==> src/rtl/bus_target_demux_pkg.sv <==
// bus_target_demux_pkg: shared FSM encoding, target geometry and decode helpers
package bus_target_demux_pkg;
    localparam int NUM_TARGETS = 8;
    localparam int IDX_W = 3;
    localparam int IDX_MSB = 31;

    typedef enum logic [1:0] {
        IDLE  = 2'd0,
        ISSUE = 2'd1,
        WAIT  = 2'd2,
        DONE  = 2'd3
    } state_t;

    function automatic logic [NUM_TARGETS-1:0] onehot(input logic [IDX_W-1:0] i);
        onehot = '0;
        onehot[i] = 1'b1;
    endfunction
endpackage

==> src/rtl/bus_target_demux_if.sv <==
// bus_target_demux_if: core-side request/response and target-side fan-out signals
interface bus_target_demux_if;
    import bus_target_demux_pkg::*;
    logic                        m_valid;
    logic                        m_ready;
    logic                        m_we;
    logic [31:0]                 m_addr;
    logic [31:0]                 m_wdata;
    logic [3:0]                  m_wstrb;
    logic                        m_rvalid;
    logic [31:0]                 m_rdata;
    logic                        m_err;
    logic [NUM_TARGETS-1:0]      s_valid;
    logic [NUM_TARGETS-1:0]      s_ready;
    logic                        s_we;
    logic [31:0]                 s_addr;
    logic [31:0]                 s_wdata;
    logic [3:0]                  s_wstrb;
    logic [NUM_TARGETS-1:0]      s_rvalid;
    logic [32*NUM_TARGETS-1:0]   s_rdata;

    // master: the core and targets around the demux; slave: the demux itself
    modport master (
        output m_valid, m_we, m_addr, m_wdata, m_wstrb, s_ready, s_rvalid, s_rdata,
        input  m_ready, m_rvalid, m_rdata, m_err, s_valid, s_we, s_addr, s_wdata, s_wstrb
    );
    modport slave (
        input  m_valid, m_we, m_addr, m_wdata, m_wstrb, s_ready, s_rvalid, s_rdata,
        output m_ready, m_rvalid, m_rdata, m_err, s_valid, s_we, s_addr, s_wdata, s_wstrb
    );
endinterface

==> src/rtl/bus_timeout_counter.sv <==
// bus_timeout_counter: counts active transaction cycles and flags the last allowed one
module bus_timeout_counter #(
    parameter int unsigned TIMEOUT = 16
) (
    input  logic clk,
    input  logic reset,
    input  logic clear,
    input  logic enable,
    output logic expired
);
    localparam int unsigned CW = TIMEOUT > 1 ? $clog2(TIMEOUT) : 1;
    localparam logic [CW-1:0] LAST = CW'(TIMEOUT > 0 ? TIMEOUT - 1 : 0);

    logic [CW-1:0] cnt;

    always_ff @(posedge clk) begin
        if (reset || clear) cnt <= '0;
        else if (enable) cnt <= cnt + 1'b1;
    end

    assign expired = TIMEOUT != 0 && enable && cnt == LAST;
endmodule

==> src/rtl/bus_target_demux.sv <==
// bus_target_demux: routes one core request to a target by address[31:29] with timeout
module bus_target_demux
    import bus_target_demux_pkg::*;
#(
    parameter logic [NUM_TARGETS-1:0] PRESENT_MASK = 8'hFF,
    parameter int unsigned            TIMEOUT      = 16,
    parameter logic [31:0]            ERR_DATA     = 32'hDEAD_BEEF
) (
    input logic clk,
    input logic reset,
    bus_target_demux_if.slave bus
);
    state_t                 state, state_nxt;
    logic [IDX_W-1:0]       idx, req_idx;
    logic                   we_q, rvalid_q, err_q, err_nxt;
    logic [31:0]            addr_q, wdata_q, rdata_q, slice;
    logic [3:0]             wstrb_q;
    logic [NUM_TARGETS-1:0] s_valid_q;
    logic                   sel_ready, sel_rvalid, expired, active;

    assign req_idx    = bus.m_addr[IDX_MSB -: IDX_W];
    assign sel_ready  = bus.s_ready[idx];
    assign sel_rvalid = bus.s_rvalid[idx];
    assign slice      = bus.s_rdata[{idx, 5'd0} +: 32];
    assign active     = state == ISSUE || state == WAIT;

    bus_timeout_counter #(.TIMEOUT(TIMEOUT)) u_timeout (
        .clk(clk),
        .reset(reset),
        .clear(!active),
        .enable(active),
        .expired(expired)
    );

    // a completion in the expiry cycle takes priority over the timeout error
    always_comb begin
        state_nxt = state;
        err_nxt = 1'b0;
        case (state)
            IDLE: if (bus.m_valid) begin
                state_nxt = PRESENT_MASK[req_idx] ? ISSUE : DONE;
                err_nxt = !PRESENT_MASK[req_idx];
            end
            ISSUE: begin
                state_nxt = (sel_ready && sel_rvalid) || expired ? DONE : sel_ready ? WAIT : ISSUE;
                err_nxt = !(sel_ready && sel_rvalid) && expired;
            end
            WAIT: begin
                state_nxt = sel_rvalid || expired ? DONE : WAIT;
                err_nxt = !sel_rvalid && expired;
            end
            DONE: state_nxt = IDLE;
        endcase
    end

    always_ff @(posedge clk) begin
        if (reset) begin
            state <= IDLE;
            idx <= '0;
            we_q <= 1'b0;
            addr_q <= '0;
            wdata_q <= '0;
            wstrb_q <= '0;
            s_valid_q <= '0;
            rvalid_q <= 1'b0;
            err_q <= 1'b0;
            rdata_q <= '0;
        end else begin
            state <= state_nxt;
            if (state == IDLE && bus.m_valid) begin
                idx <= req_idx;
                we_q <= bus.m_we;
                addr_q <= bus.m_addr;
                wdata_q <= bus.m_wdata;
                wstrb_q <= bus.m_wstrb;
            end
            s_valid_q <= state_nxt == ISSUE ? onehot(state == IDLE ? req_idx : idx) : '0;
            rvalid_q <= state_nxt == DONE;
            err_q <= state_nxt == DONE && err_nxt;
            rdata_q <= state_nxt != DONE ? '0 : err_nxt ? ERR_DATA : slice;
        end
    end

    assign bus.m_ready  = state == IDLE;
    assign bus.m_rvalid = rvalid_q;
    assign bus.m_err    = err_q;
    assign bus.m_rdata  = rdata_q;
    assign bus.s_valid  = s_valid_q;
    assign bus.s_we     = we_q;
    assign bus.s_addr   = addr_q;
    assign bus.s_wdata  = wdata_q;
    assign bus.s_wstrb  = wstrb_q;
endmodule
==> src/flat_wrapper.sv <==
// flat-port wrapper written by rule: the top's interface ports become plain ports
module bus_target_demux_flat import bus_target_demux_pkg::*;
#(
    parameter logic [NUM_TARGETS-1:0] PRESENT_MASK = 8'hFF,
    parameter int unsigned            TIMEOUT      = 16,
    parameter logic [31:0]            ERR_DATA     = 32'hDEAD_BEEF
)
  (clk, reset, bus_m_valid, bus_m_we, bus_m_addr, bus_m_wdata, bus_m_wstrb, bus_s_ready, bus_s_rvalid, bus_s_rdata, bus_m_ready, bus_m_rvalid, bus_m_rdata, bus_m_err, bus_s_valid, bus_s_we, bus_s_addr, bus_s_wdata, bus_s_wstrb);
  bus_target_demux_if bus_i ();
  input logic clk;
  input logic reset;
  input wire logic [$bits(bus_i.m_valid)-1:0] bus_m_valid;
  input wire logic [$bits(bus_i.m_we)-1:0] bus_m_we;
  input wire logic [$bits(bus_i.m_addr)-1:0] bus_m_addr;
  input wire logic [$bits(bus_i.m_wdata)-1:0] bus_m_wdata;
  input wire logic [$bits(bus_i.m_wstrb)-1:0] bus_m_wstrb;
  input wire logic [$bits(bus_i.s_ready)-1:0] bus_s_ready;
  input wire logic [$bits(bus_i.s_rvalid)-1:0] bus_s_rvalid;
  input wire logic [$bits(bus_i.s_rdata)-1:0] bus_s_rdata;
  output wire logic [$bits(bus_i.m_ready)-1:0] bus_m_ready;
  output wire logic [$bits(bus_i.m_rvalid)-1:0] bus_m_rvalid;
  output wire logic [$bits(bus_i.m_rdata)-1:0] bus_m_rdata;
  output wire logic [$bits(bus_i.m_err)-1:0] bus_m_err;
  output wire logic [$bits(bus_i.s_valid)-1:0] bus_s_valid;
  output wire logic [$bits(bus_i.s_we)-1:0] bus_s_we;
  output wire logic [$bits(bus_i.s_addr)-1:0] bus_s_addr;
  output wire logic [$bits(bus_i.s_wdata)-1:0] bus_s_wdata;
  output wire logic [$bits(bus_i.s_wstrb)-1:0] bus_s_wstrb;
  assign bus_i.m_valid = bus_m_valid;
  assign bus_i.m_we = bus_m_we;
  assign bus_i.m_addr = bus_m_addr;
  assign bus_i.m_wdata = bus_m_wdata;
  assign bus_i.m_wstrb = bus_m_wstrb;
  assign bus_i.s_ready = bus_s_ready;
  assign bus_i.s_rvalid = bus_s_rvalid;
  assign bus_i.s_rdata = bus_s_rdata;
  assign bus_m_ready = bus_i.m_ready;
  assign bus_m_rvalid = bus_i.m_rvalid;
  assign bus_m_rdata = bus_i.m_rdata;
  assign bus_m_err = bus_i.m_err;
  assign bus_s_valid = bus_i.s_valid;
  assign bus_s_we = bus_i.s_we;
  assign bus_s_addr = bus_i.s_addr;
  assign bus_s_wdata = bus_i.s_wdata;
  assign bus_s_wstrb = bus_i.s_wstrb;
  bus_target_demux #(.PRESENT_MASK(PRESENT_MASK), .TIMEOUT(TIMEOUT), .ERR_DATA(ERR_DATA)) u_core (.clk(clk), .reset(reset), .bus(bus_i));
endmodule
==> config.mk <==
export PLATFORM = sky130hd
export DESIGN_NAME = bus_target_demux_flat
export DESIGN_NICKNAME = d
export VERILOG_FILES = /design/src/rtl/bus_target_demux_pkg.sv /design/src/rtl/bus_target_demux_if.sv /design/src/rtl/bus_timeout_counter.sv /design/src/rtl/bus_target_demux.sv /design/src/flat_wrapper.sv
export SDC_FILE = /design/constraint.sdc
export NUM_CORES = 1
export LEC_CHECK = 0
export BUFFER_PORTS_ARGS = -buffer_cell sky130_fd_sc_hd__buf_2
export CAP_MARGIN = 20
export CORE_AREA = 4 4 177 179
export CTS_BUF_LIST = sky130_fd_sc_hd__clkbuf_8
export CTS_CLUSTER_SIZE = 20
export DETAILED_ROUTE_END_ITERATION = 10
export DIE_AREA = 0 0 181 183
export SLEW_MARGIN = 20
export SYNTH_ARGS = -nofsm -noshare
export SYNTH_HDL_FRONTEND = slang
export SYNTH_SLANG_ARGS = --single-unit
==> constraint.sdc <==
create_clock -name clk -period 3.1 [get_ports clk]
set_input_delay 0.93 -clock clk [delete_from_list [all_inputs] [get_ports clk]]
set_output_delay 0.93 -clock clk [all_outputs]
set_load 0.005 [all_outputs]
---- After elaboration in Yosys (flattened, before gate mapping) ----
Memory sizes are Yosys's and may differ from the RTL's.
Cells that the tools add are included.
W data, S select, Z words.
storage, ports and cells
  register bits ........................... 120
  ROM bits ................................ 8
  memories kept ........................... 1
cells by class
  add/sub/neg operators ................... 1
  $lt $le $gt $ge ......................... 4
  equal/unequal tests ..................... 7
  shift-type cells ........................ 1
  multiplexer cells ....................... 17
  bitwise logic cells ..................... 1
  reductions and logical operators ........ 19
memory list
  memory            depth  width  rd ports  clocked after Yosys merged registers in  wr ports  RTL line                RTL
  (name not given)  8      1      1         0                                        0         bus_target_demux.sv:41  state_nxt = PRESENT_MASK[req_idx] ? ISSUE : DONE;
operators with widths
  cell                   number
  $shiftx A256 B9 Y32    1
  $mux W32               1
  $lt A3 B4 Y1 const B   3
  $mux W2                4
  $pmux W2 S4            1
  $logic_and A1 B1 Y1    7
  $bmux W1 S3            2
  $eq A2 B2 Y1 const B   3
  $mux W1                6
  $add A4 B1 Y4 const B  1
  $eq A2 B1 Y1 const B   2
  $eq A4 B4 Y1 const B   1
  $logic_not A1 Y1       4
  $logic_or A1 B1 Y1     4
  $reduce_or A2 Y1       2
  $demux W1 S3           1
  $ge A3 B1 Y1 const B   1
  $mux W3                1
  $pmux W1 S3            1
  $reduce_or A3 Y1       1
  $logic_not A2 Y1       1
  $ne A2 B2 Y1 const B   1
  $not A1 Y1             1

---- Longest topological paths before layout ----
  word-level depth ........................ 9
  depth in mapped cells ................... 9

---- By module ----
From an unflattened synthesis, not the netlist that was laid out.
unflattened totals
  cell total of the unflattened synthesis .. 608
  area total of the unflattened synthesis .. 6463.7 um^2
by module, submodules not included
  module               times used  cells an instance  area an instance (um^2)  seq. area each (um^2)
  bus_target_demux     1           591                6277.3                   2262.2
  bus_timeout_counter  1           17                 186.4                    80.1

---- Worst setup path after synthesis ----
No wires, ideal clock.
  path type ............................... in2reg
  from .................................... in bus_s_ready[7]
  to ...................................... reg u_core.rdata_q[11], in the netlist u_core.bus.m_rdata[11]
  arrival time ............................ 2.537 ns
  required time ........................... 3.021 ns
  slack ................................... 0.483 ns
  stages .................................. 7
  path buffers ............................ 2
  cell sequence ........................... mux2_1 -> mux4_2 -> o2111a_1 -> nand2b_1 -> buf_2 -> buf_6 -> a211oi_2
on the way
  cells in the longest elaborated chain, start to end .. 8
  elaborated cells between the ends (all ways) .. 13
  classes of those cells .................. 1 x eq/ne; 7 x mux; 5 x reduce/logical
RTL lines
  item                               RTL line                                        RTL
  start: declaration                 flat_wrapper.sv:17                              input wire logic [$bits(bus_i.s_ready)-1:0] bus_s_ready;
  $bmux W1 S3 *                      bus_target_demux.sv:22                          assign sel_ready = bus.s_ready[idx];
  $mux W1 (implied by the code) *    bus_target_demux.sv:22
  $logic_and A1 B1 Y1                bus_target_demux.sv:45, bus_target_demux.sv:46
  $logic_or A1 B1 Y1                 bus_target_demux.sv:45                          state_nxt = (sel_ready && sel_rvalid) || expired ? DONE : sel_ready ? WAIT : ISSUE;
  $mux W2                            bus_target_demux.sv:45
  $pmux W2 S4                        bus_target_demux.sv:39                          case (state)
  $ne A2 B2 Y1                       bus_target_demux.sv:80                          rdata_q <= state_nxt != DONE ? '0 : err_nxt ? ERR_DATA : slice;
  $reduce_or A2 Y1 (no source line)  -
  end signal: assignment             bus_target_demux.sv:80
  end: declaration                   bus_target_demux.sv:16                          logic [31:0] addr_q, wdata_q, rdata_q, slice;
Every way passes the cells marked *; elsewhere a longest branch is shown, timed or not. The select of a mux whose other input is x is not followed.
A chain may end at the register's enable or synchronous reset.

---- Worst setup path in the final report ----
  from .................................... reg u_core.state[0]
  to ...................................... out bus_m_ready
on the way
  cells in the longest elaborated chain, start to end .. 1
RTL lines
  item                      RTL line                RTL
  start: declaration        bus_target_demux.sv:13  state_t state, state_nxt;
  start signal: assignment  bus_target_demux.sv:69  state <= state_nxt;
  $logic_not A2 Y1          bus_target_demux.sv:84  assign bus.m_ready = state == IDLE;
  end: declaration          flat_wrapper.sv:20      output wire logic [$bits(bus_i.m_ready)-1:0] bus_m_ready;
No other way between the ends.

==> out/qor.yml <==
synthesis:
  yosysTopAreaCellShare_pct: 38.4
  synth_warnings: 0
  async_reset_ff_share_pct: 0
  synth_edf_count: 0
  ys_seq_area_share_pct: 38.4
  synth_top_family_by_area: "multiplexers"
  yosys.area_share.simple_pct: 13.3
  netlist_instances: 583
  synth_fa_ha_area_share_pct: 0.821
  synth_compound_area_share_pct: 11.5
  syn_area_per_cell_um2: 10.5
  synth-xor-area-share_pct: 0.287
  synthDistinctLibCells: 35
  synth.area.mux_share_pct: 31.0
  ys_ff_latch: 117
  ys.flop_type: "dfxtp_1"
  syn-num-nets: 931
  synth_top_cell_by_area: "dfxtp_1"
  syn_area_um2: 6100
  ys_top_cells_by_area: "dfxtp_1, mux4_2, nand2_1"
clock_tree:
  htree_levels: 4
  numCtsBuffers: 17
  cts-root-buf: "clkbuf_8"
  cts.sinks: 117
  post_cts_buffers: 0
  cts_resized: 0
  worstSkewPairLatency_ps: 430
  clk_pin_slew_ps: 80
  cts_tree: "done"
  clockBufferDepth: 2
  holdBufCountCts: 0
worst_setup_path:
  critPathKind: "flop to output pin"
  critPathLaunchType: "flop"
  ff2ff_path_depth: 6
  cp.arrival_ps: 1690
  end_kind: "output pin"
  cp.required_ps: 2170
  crit_fanout: 17
global_route:
  grt_use_total_pct: 15.0
  grt-ovfl-total: 0
  grt_pass1_wl_mm: 38.6
  antenna_found_initial: 2
  grt_pass1_vias: 6605
  grt_max_degree: 71
layout:
  final_core_util_pct: 31.4
  mostFrequentLayoutCells: "buf_2, nand2_1, dfxtp_1, a21oi_1, mux4_2"
  fin_nets: 1367
  drive_above_1_share_pct: 58.1
  synthToLayoutAreaGrowth_pct: 52.3
  instances_no_fill: 1424
  final_common_cell: "buf_2"
timing:
  relSlewSlack_pct: 46.3
  setup_viol: 0
  fin_crit_ps: 2620
  timing.hold.ws_ps: 454
  fin_crit_sh_pct: 84.4
  tightest_slew_ps: 806
  fin_tns_setup_ps: 0
  layout_setup_ws_ps: 484
  finalClockSkew_ps: 14.4
  rsz0062_at_grt: "false"
  drv_slew: 0
  hold_violations: 0
  fmax_ghz: 0.382
power_and_ir_drop:
  leakage_uw: 0.00414
  power_density_nw_per_um2: 578
  peakVddDrop_mv: 0.297
die:
  fp.dieW_um: 181
  die_area_um2: 33100
  io_pins: 456
  fp-row-count: 63
  core-area_um2: 29600
  start_util_pct: 20.6
  die_h_um: 183
run_status:
  status: "finished, final reports clean"
route:
  wl_mm: 26.1
  route.detailed.drc: 0
  firstDrtPassIters: 4
  vias: 6324
  antenna_left: 0
  via_per_inst: 4.44
  wl_per_cell_um: 18.3
  drt_iter0_markers: 204
run:
  cap_violations: 0
place:
  port_buffers: 455
  dpl.hpwl_mm: 21.1
  dp_slack_ps: 17.9
  dpl.cell_count: 1390
  gp_congestion: 0.916
min_path:
  hold_class: "flop to flop"
  hold_path_depth: 1
-- final timing paths --
kind                                             start                              endpoint  slack [ps]
hold / removal    u_core.u_timeout.cnt[0]$_SDFFE_PP0P_  u_core.u_timeout.cnt[0]$_SDFFE_PP0P_         450
setup / recovery            u_core.state[0]$_SDFF_PP0_                           bus_m_ready         480
setup reg to reg    u_core.bus.s_addr[29]$_SDFFE_PP0P_     u_core.bus.m_rdata[24]$_SDFF_PP0_         560
hold reg to reg   u_core.u_timeout.cnt[0]$_SDFFE_PP0P_  u_core.u_timeout.cnt[0]$_SDFFE_PP0P_         450
-- through the flow --
step	area, µm²	power, µW
final	9280	5370
after floorplan	6100	3040
after detailed placement	8860	3870
after CTS	9280	5480
after global routing	9280	5730
after global placement	8860	3850
-- cells in the mapped netlist, types with 6 or more instances --
library cell	number
inv_1	7
nor2_1	12
nand2_1	141
dfxtp_1	117
mux4_2	65
mux2i_1	37
nor4_1	8
nor4b_1	6
buf_2	15
a21oi_1	69
buf_1	8
a211oi_2	20
clkbuf_1	29
-- critical path, cell delays in order, from the launching register on --
cell	delay, ps
dfxtp_1	340
inv_1	80
ha_1	570
buf_2	260
-- cell type report --
class | instances | area [µm²]
fillers | 3138 | 20300
multi-input cells | 403 | 3490
repair buffers | 473 | 2500
flip-flops and latches | 117 | 2350
well taps | 390 | 488
clock buffers | 18 | 248
clock inverters | 14 | 174
inverters | 7 | 26.3
diodes | 2 | 5.00
-- flip-flops by register name, indices dropped and copies added (netlist names) --
name and flops:
u_core.idx 1, u_core.bus.s_we 1, u_core.bus.m_rvalid 1, u_core.u_timeout.cnt 4, u_core.bus.m_rdata 32, u_core.bus.s_wstrb 4
u_core.bus.s_wdata 32, u_core.bus.m_err 1, u_core.bus.s_valid 8, u_core.state 2, u_core.bus.s_addr 31
-- report_power, final --
group          internal, µW  switching, µW
clock network           826            736
logic                   932           1070
registers              1690            106
-- cell families after synthesis --
family                     Yosys count
and+or+nand+nor                    187
DFF                                117
muxes                              107
AOI/OAI and AO/OA                  103
buffers and inverters               63
adders and majority gates            4
xor gates and xnor gates             2
-- routing by layer --
metal / GRT usage [%] / vias to the layer above / part of all wire (%)
met3: 4.74 / 19 / 9.0
met5: 0 / - / 0
met1: 17.5 / 2976 / 38
met2: 27.0 / 321 / 51
met4: 3.90 / 0 / 1.5
li1: - / 3008 / -
Power figures use the tool's default switching activity.
